$ cat config.mk
export PLATFORM = sky130hd
export DESIGN_NAME = regfile_multiport_flat
export DESIGN_NICKNAME = d
export VERILOG_FILES = /design/src/rtl/regfile_multiport_if.sv /design/src/rtl/regfile_multiport.sv /design/src/flat_wrapper.sv
export SDC_FILE = /design/constraint.sdc
export NUM_CORES = 2
export LEC_CHECK = 0
export BUFFER_PORTS_ARGS = -buffer_cell sky130_fd_sc_hd__buf_2
export CORE_UTILIZATION = 45
export DETAILED_ROUTE_END_ITERATION = 8
export MAX_ROUTING_LAYER = met4
export PLACE_DENSITY_LB_ADDON = 0.3
export SYNTH_ARGS = -nofsm -noshare
export SYNTH_HDL_FRONTEND = slang
export SYNTH_SLANG_ARGS = --single-unit
$ cat constraint.sdc
create_clock -name clk -period 7.4 [get_ports clk]
set_input_delay 0.74 -clock clk [delete_from_list [all_inputs] [get_ports clk]]
set_output_delay 0.74 -clock clk [all_outputs]
set_load 0.02 [all_outputs]
$ cat src/rtl/regfile_multiport_if.sv
`default_nettype none
// ============================================================================
//  Module   : regfile_multiport_if
//  Brief    : Bus bundle for the multiport register file: write-back port,
//             packed read ports, debug read port and init status.
//  Revision : 1.0  initial release
// ============================================================================
interface regfile_multiport_if #(
    parameter int XLEN   = 32,
    parameter int AW     = 5,
    parameter int NUM_RD = 2
);
    logic                     RegWriteW;
    logic [AW-1:0]            RdW;
    logic [XLEN-1:0]          ResultW;
    logic [NUM_RD*AW-1:0]     raddr;
    logic [NUM_RD*XLEN-1:0]   rdata;
    logic [AW-1:0]            dbg_addr;
    logic [XLEN-1:0]          dbg_data;
    logic                     init_busy;

    // Pipeline side: issues writes and read addresses, consumes read data
    modport master (
        output RegWriteW, RdW, ResultW, raddr, dbg_addr,
        input  rdata, dbg_data, init_busy
    );

    // Register file side
    modport slave (
        input  RegWriteW, RdW, ResultW, raddr, dbg_addr,
        output rdata, dbg_data, init_busy
    );
endinterface
`default_nettype wire

$ cat src/rtl/regfile_multiport.sv
`default_nettype none
// ============================================================================
//  Module   : regfile_multiport
//  Brief    : RV32I integer register file. NUM_RD combinational read ports,
//             one rising-edge write port, a debug read port, x0 hardwired to
//             zero, optional write-to-read bypass and a post-reset clear
//             sequencer that loads INIT_VAL into x1..x(NREGS-1).
//  Revision : 1.0  initial release
// ============================================================================
module regfile_multiport #(
    parameter int              XLEN     = 32,
    parameter int              NREGS    = 32,
    parameter int              NUM_RD   = 2,
    parameter int              BYPASS   = 1,
    parameter logic [XLEN-1:0] INIT_VAL = '0
) (
    input  logic               clk,
    input  logic               rst,
    regfile_multiport_if.slave bus
);

    localparam int            AW       = (NREGS > 1) ? $clog2(NREGS) : 1;
    localparam logic [AW-1:0] LAST_IDX = AW'(NREGS - 1);

    typedef enum logic [1:0] {
        ST_RESET = 2'd0,
        ST_CLEAR = 2'd1,
        ST_READY = 2'd2
    } state_t;

    state_t                  state;
    state_t                  state_nxt;
    logic [AW-1:0]           clr_ptr;
    logic [AW-1:0]           clr_ptr_nxt;
    logic                    clr_we;
    logic                    busy;
    logic                    wr_ok;
    logic [XLEN-1:0]         mem [NREGS];
    logic [NUM_RD*XLEN-1:0]  rdata_all;
    logic [XLEN-1:0]         dbg_val;

    // State and clear pointer registers; reset always returns to RESET
    always_ff @(posedge clk) begin
        if (rst) begin
            state   <= ST_RESET;
            clr_ptr <= '0;
        end else begin
            state   <= state_nxt;
            clr_ptr <= clr_ptr_nxt;
        end
    end

    // Next-state logic: RESET -> CLEAR (ptr=1) -> one write per cycle -> READY
    always_comb begin
        state_nxt   = state;
        clr_ptr_nxt = clr_ptr;
        clr_we      = 1'b0;
        case (state)
            ST_RESET: begin
                state_nxt   = ST_CLEAR;
                clr_ptr_nxt = AW'(1);
            end
            ST_CLEAR: begin
                clr_we      = 1'b1;
                clr_ptr_nxt = clr_ptr + AW'(1);
                if (clr_ptr == LAST_IDX) begin
                    state_nxt = ST_READY;
                end
            end
            ST_READY: begin
                state_nxt = ST_READY;
            end
            default: begin
                state_nxt = ST_RESET;
            end
        endcase
    end

    // Busy is a decode of the registered state, so it is glitch-free
    assign busy           = (state != ST_READY);
    assign bus.init_busy  = busy;

    // Pipeline writes only land once the file is valid, and never to x0
    assign wr_ok = !busy && bus.RegWriteW && (bus.RdW != '0);

    // Storage: sequencer writes while clearing, pipeline writes when ready
    always_ff @(posedge clk) begin
        if (!rst) begin
            if (clr_we) begin
                mem[clr_ptr] <= INIT_VAL;
            end else if (wr_ok) begin
                mem[bus.RdW] <= bus.ResultW;
            end
        end
    end

    // Read ports: zero while busy/reset or for x0, bypass a matching write
    always_comb begin
        logic [AW-1:0] ra;
        rdata_all = '0;
        ra        = '0;
        for (int k = 0; k < NUM_RD; k++) begin
            ra = bus.raddr[k*AW +: AW];
            if (!(busy || rst) && (ra != '0)) begin
                if ((BYPASS != 0) && wr_ok && (bus.RdW == ra)) begin
                    rdata_all[k*XLEN +: XLEN] = bus.ResultW;
                end else begin
                    rdata_all[k*XLEN +: XLEN] = mem[ra];
                end
            end
        end
    end

    assign bus.rdata = rdata_all;

    // Debug port observes the array only, never the write bypass
    always_comb begin
        dbg_val = '0;
        if (!(busy || rst) && (bus.dbg_addr != '0)) begin
            dbg_val = mem[bus.dbg_addr];
        end
    end

    assign bus.dbg_data = dbg_val;

endmodule
`default_nettype wire
$ cat src/flat_wrapper.sv
// flat-port wrapper written by rule: the top's interface ports become plain ports
module regfile_multiport_flat 
#(
    parameter int              XLEN     = 32,
    parameter int              NREGS    = 32,
    parameter int              NUM_RD   = 2,
    parameter int              BYPASS   = 1,
    parameter logic [XLEN-1:0] INIT_VAL = '0
)
  (clk, rst, bus_RegWriteW, bus_RdW, bus_ResultW, bus_raddr, bus_dbg_addr, bus_rdata, bus_dbg_data, bus_init_busy);
  regfile_multiport_if #(.XLEN(XLEN), .NUM_RD(NUM_RD)) bus_i ();
  input  logic clk;
  input  logic rst;
  input wire logic [$bits(bus_i.RegWriteW)-1:0] bus_RegWriteW;
  input wire logic [$bits(bus_i.RdW)-1:0] bus_RdW;
  input wire logic [$bits(bus_i.ResultW)-1:0] bus_ResultW;
  input wire logic [$bits(bus_i.raddr)-1:0] bus_raddr;
  input wire logic [$bits(bus_i.dbg_addr)-1:0] bus_dbg_addr;
  output wire logic [$bits(bus_i.rdata)-1:0] bus_rdata;
  output wire logic [$bits(bus_i.dbg_data)-1:0] bus_dbg_data;
  output wire logic [$bits(bus_i.init_busy)-1:0] bus_init_busy;
  assign bus_i.RegWriteW = bus_RegWriteW;
  assign bus_i.RdW = bus_RdW;
  assign bus_i.ResultW = bus_ResultW;
  assign bus_i.raddr = bus_raddr;
  assign bus_i.dbg_addr = bus_dbg_addr;
  assign bus_rdata = bus_i.rdata;
  assign bus_dbg_data = bus_i.dbg_data;
  assign bus_init_busy = bus_i.init_busy;
  regfile_multiport #(.XLEN(XLEN), .NREGS(NREGS), .NUM_RD(NUM_RD), .BYPASS(BYPASS), .INIT_VAL(INIT_VAL)) u_core (.clk(clk), .rst(rst), .bus(bus_i));
endmodule
# [Word level (Yosys, flattened, before mapping)]
# Memories as Yosys holds them, arrays and structs flattened.
# Cells that the tools add are included.
[totals] register_bits=7 mem_bits_rw=1024 in_bits=55 out_inout_bits=97 wordCells=47 memories=1
[classes] n_addsub=1 eq_ne=7 n_mux=19 n_reduce_logical=17
[mem_list] name="u_core.mem" words=32 word_bits=32 rd=3 rd_ports_with_merged_regs=0 wr=1 line_no="regfile_multiport.sv:38" text="logic [XLEN-1:0] mem [NREGS];"
[op_table] operator="2-to-1 mux 32 bit" count=6
[op_table] operator="OR reduction 32 bit" count=1
[op_table] operator="nonzero test 5 bit" count=4
[op_table] operator="equality test 5 bit" count=2
[op_table] operator="one-hot mux 5 bit (2 select lines)" count=1
[op_table] operator="2-to-1 mux 1 bit" count=9
[op_table] operator="logical AND 1 bit" count=7
[op_table] operator="one-hot mux 2 bit (3 select lines)" count=1
[op_table] operator="adder 5 x 1 -> 5 bit (second input constant)" count=1
[op_table] operator="equality test 5 bit (second input constant)" count=1
[op_table] operator="2-to-1 mux 5 bit" count=1
[op_table] operator="equality test 2 x 1 -> 1 bit (second input constant)" count=1
[op_table] operator="equality test 2 bit (second input constant)" count=1
[op_table] operator="zero test 1 bit" count=2
[op_table] operator="zero test 2 bit" count=1
[op_table] operator="2-to-1 mux 2 bit" count=1
[op_table] operator="inequality test 2 x 1 -> 1 bit (second input constant)" count=1
[op_table] operator="inequality test 2 bit (second input constant)" count=1
[op_table] operator="nonzero test 2 bit" count=1
[op_table] operator="logical OR 1 bit" count=1

# [Depth between registers and ports, before layout]
[logic_depth] word_depth=10 mapped_depth=9 ltp_nobuf=7

# [Worst setup path after synthesis]
# Ideal clock, no wire load.
[synth_timing] kind="input-to-reg" from="input rst" to="memory u_core.mem[3][0] (enable)" setup_time_ns=0.421 arrival_time_ns=3.481 required_ns=6.979 slack_ns=3.498 path_stages=7 path_buffers=2 path_cell_list="buf_2 > nand2b_1 > a2111oi_4 > buf_2 > mux2i_1 > nand2_1 > nor2_1"
[synth_between] elab_chain_cells=4
[synth_rtl] item="from (decl)" line_no="flat_wrapper.sv:13" text="input logic rst;"
[synth_rtl] item="2-to-1 mux 1 bit" line_no="regfile_multiport.sv:88" text="if (!rst) begin"
[synth_rtl] item="2-to-1 mux 1 bit (implied by the code)" line_no="regfile_multiport.sv:92" text="mem[bus.RdW] <= bus.ResultW;"
[synth_rtl] item="OR reduction 32 bit (no line)"
[synth_rtl] item="2-to-1 mux 5 bit (no line) or 2-to-1 mux 1 bit (tied branches)"
[synth_rtl] item="to (decl)" line_no="regfile_multiport.sv:38"
# Parallel ways exist; a longest one is shown, timed or not.

# [Final worst setup path]
[layout_timing] from="input bus_dbg_addr[1]" to="output bus_dbg_data[16]"
[layout_between] elab_chain_cells=3
[layout_rtl] item="from (decl)" line_no="flat_wrapper.sv:18" text="input wire logic [$bits(bus_i.dbg_addr)-1:0] bus_dbg_addr;"
[layout_rtl] item="branches (longest 2 deep; another with memory (32 x 32 bit))"
[layout_rtl] item="2-to-1 mux 32 bit *" line_no="regfile_multiport.sv:119" text="if (!(busy || rst) && (bus.dbg_addr != '0)) begin"
[layout_rtl] item="to (decl)" line_no="flat_wrapper.sv:20" text="output wire logic [$bits(bus_i.dbg_data)-1:0] bus_dbg_data;"
# Mark *: on every way between the ends.

==> flow_summary.ini <==
[status]
outcome = finished clean

[floorplan]
start_util = 0.454
coreArea_sq_um = 126000
io_pins = 152
die_w_microns = 358
die_area_sq_um = 128000
row_count = 130
die_height_microns = 358

[cells_and_area]
syn2layout_area_growth_pct = 10.3
fin_nets = 3453
fin_util = 0.501
filler_cell_count = 10200
post_route_cells_drive_above_1_share = 0.310

[synthesis]
synthesis.nets = 3421
synth.area.top_cells = edfxtp_1 (54%), mux4_2 (24%), mux2i_1 (6.5%)
ys_seq_elements = 1031
yosysSeqAreaShare = 0.542
yosysMostFrequentCell = edfxtp_1
async_flop_share = 0
synth_edf_count = 1024
syn_area_per_cell_sq_um = 17.0
synth_top_area_cell = edfxtp_1
syn_area_sq_um = 57000
yosysUniqueCellTypes = 54
synth_warnings = 0
synth_top_area_frac = 0.539
synth_ff_type = edfxtp_1
postSynthCellCount = 3361
synth_top_cells_by_count = edfxtp_1 (1024), mux4_2 (597), mux2i_1 (371)

[timing]
finalHoldViolCount = 0
period_share = 0.655
relSlewSlack = 0.0447
report.final.slew_viol_count = 0
setup_viol = 0
fin_crit_ps = 4850
tightest_slew_ps = 1430
rsz0062_at_grt = false
fin_tns_setup_ps = 0
clock.fmax_mhz = 206
finalClockSkew_ps = 20.9

[clock_tree]
cts_tree = built
hold_buffers = 0
clk_pin_slew_worst_paths_ps = 60
cts_root_buffer = clkbuf_16
cts_sinks = 1031
cts_setup_buffers = 0
h-tree-depth = 3
insertion_delay_ps = 710
numCtsBuffers = 109
clockBufferDepth = 3
cts_resized = 0

[run]
drv_cap = 0

[drt]
finalWirelength_mm = 204
drtIter0Drc = 7121
avgRoutedWirePerCell_microns = 39.8
firstDrtPassIters = 6
drtAntennaViolNets = 0
vias_per_cell = 7.59
drc_errors = 0
vias = 39000

[global_routing]
grt-ovfl-total = 0
grt_pass1_wl_mm = 284
antenna_found_initial = 14
grt_pass1_vias = 37800
grt_start_max_net_pins = 103
track_usage = 0.327

[power]
powerDensity_nw_per_um2 = 215
vdd_ir_drop_max_mv = 0.215
p_leak_nw = 22.1

[placement]
dp_hpwl_mm = 119
portBuffers = 151
place.gp.congestion = 0.893

[hold_path]
hold_path_class = in -> reg
hold_end = u_core.state[1]
hold_depth = 2
min-delay-start = rst

[critical_path]
cp_data_arrival_time_ps = 4110
ff2ff_setup_slack_ps = 2900
r2r_cells = 7
path_max_fanout = 52
cp-start-kind = input pin
path_class = in -> out
r2r-end = u_core.mem[7][13]
r2r_start = u_core.state[1]
worstSetupEndpointType = output pin
cp.required_ps = 6660
==> kinds of logic after synthesis <==
logic type      share of synthesized area
xor+xnor                          0.00154
fa+ha+maj                         0.00110
simple gates                       0.0219
flops                               0.542
compound gates                     0.0968
buf+inv                            0.0299
mux                                 0.307
==> sequential cells by signal, indices dropped and copies added (netlist names) <==
register,flops
u_core.state,2
u_core.clr_ptr,5
u_core.mem,1024
==> worst max path at each step <==
stage	start	endpoint	slack, ps	cells after the start
finish	bus_dbg_addr[1]	bus_dbg_data[16]	2550	6
CTS	bus_raddr[0]	bus_rdata[1]	2750	8
floorplan	rst	u_core.mem[3][0]	3500	7
global route	bus_raddr[0]	bus_rdata[16]	2570	8
global placement	bus_raddr[0]	bus_rdata[16]	2760	8
detailed placement	bus_raddr[0]	bus_rdata[1]	2760	8
==> metrics by stage <==
step / worst slack [ps] / power (W) / hold WS, ps / area, sq um / std cells
final: 2550 / 0.0135 / 333 / 62900 / 5134
after global routing: 2570 / 0.0138 / 333 / 62900 / 5131
after CTS: 2750 / 0.0135 / 298 / 62900 / 5124
after detailed placement: 2760 / 0.00830 / 531 / 59600 / 4932
after global placement: 2760 / 0.00829 / 544 / 59600 / 4932
after floorplan: 3500 / 0.00770 / 487 / 57000 / 3361
==> critical path, stage by stage <==
cell and delay, ps:
buf_8 370, or3_4 760, o31ai_4 150, buf_4 430, nor3_1 1120, buf_2 340
==> placed cells by master, fill, tap and decap left out, types with 8 or more instances in the layout <==
cell       netlist  routed
edfxtp_1      1024    1024
mux4_2         597     597
mux2i_1        371     371
a22oi_1        192     192
a221oi_1       159     159
buf_2           90     142
a21oi_1        112     111
clkbuf_16        0     111
buf_4           32      91
a211o_1         65      65
o21bai_1        64      64
nand2_1         52      51
a211oi_1        44      44
nor2_4           0      35
and3_1          34      33
clkbuf_1       171      33
o221ai_1        32      32
mux2_2          32      32
and2_1          34      32
nand2b_1        27      27
clkinv_1         1      24
o211ai_1        22      22
nor2_1          56      21
o22ai_1         21      21
clkinv_2         0      13
inv_1           14      12
buf_12           0      12
diode_2          0      10
nor3_1           8       8
==> per-layer routing <==
layer	wire [microns]	vias up	track usage
li1	-	14800	-
met4	8980	0	0.130
met1	74000	20200	0.443
met3	31900	589	0.0982
met2	89400	3420	0.461
met5	0	-	-
==> report_power, final <==
group | switching (W) | internal, W
logic | 0.00109 | 0.000620
registers | 0.0000518 | 0.00647
clock network | 0.00231 | 0.00298
==> area by class of cell <==
type	instances	area, sq um	share of cell area
Sequential cell	1031	30900	0.491
Multi-Input combinational cell	1985	24900	0.395
Clock buffer	144	2900	0.0461
Tap cell	1650	2060	0.0328
Timing Repair Buffer	251	1720	0.0274
Clock inverter	48	423	0.00672
Inverter	15	56.3	0.000895
Antenna cell	10	25.0	0.000398
Power figures use the tool's default switching activity.
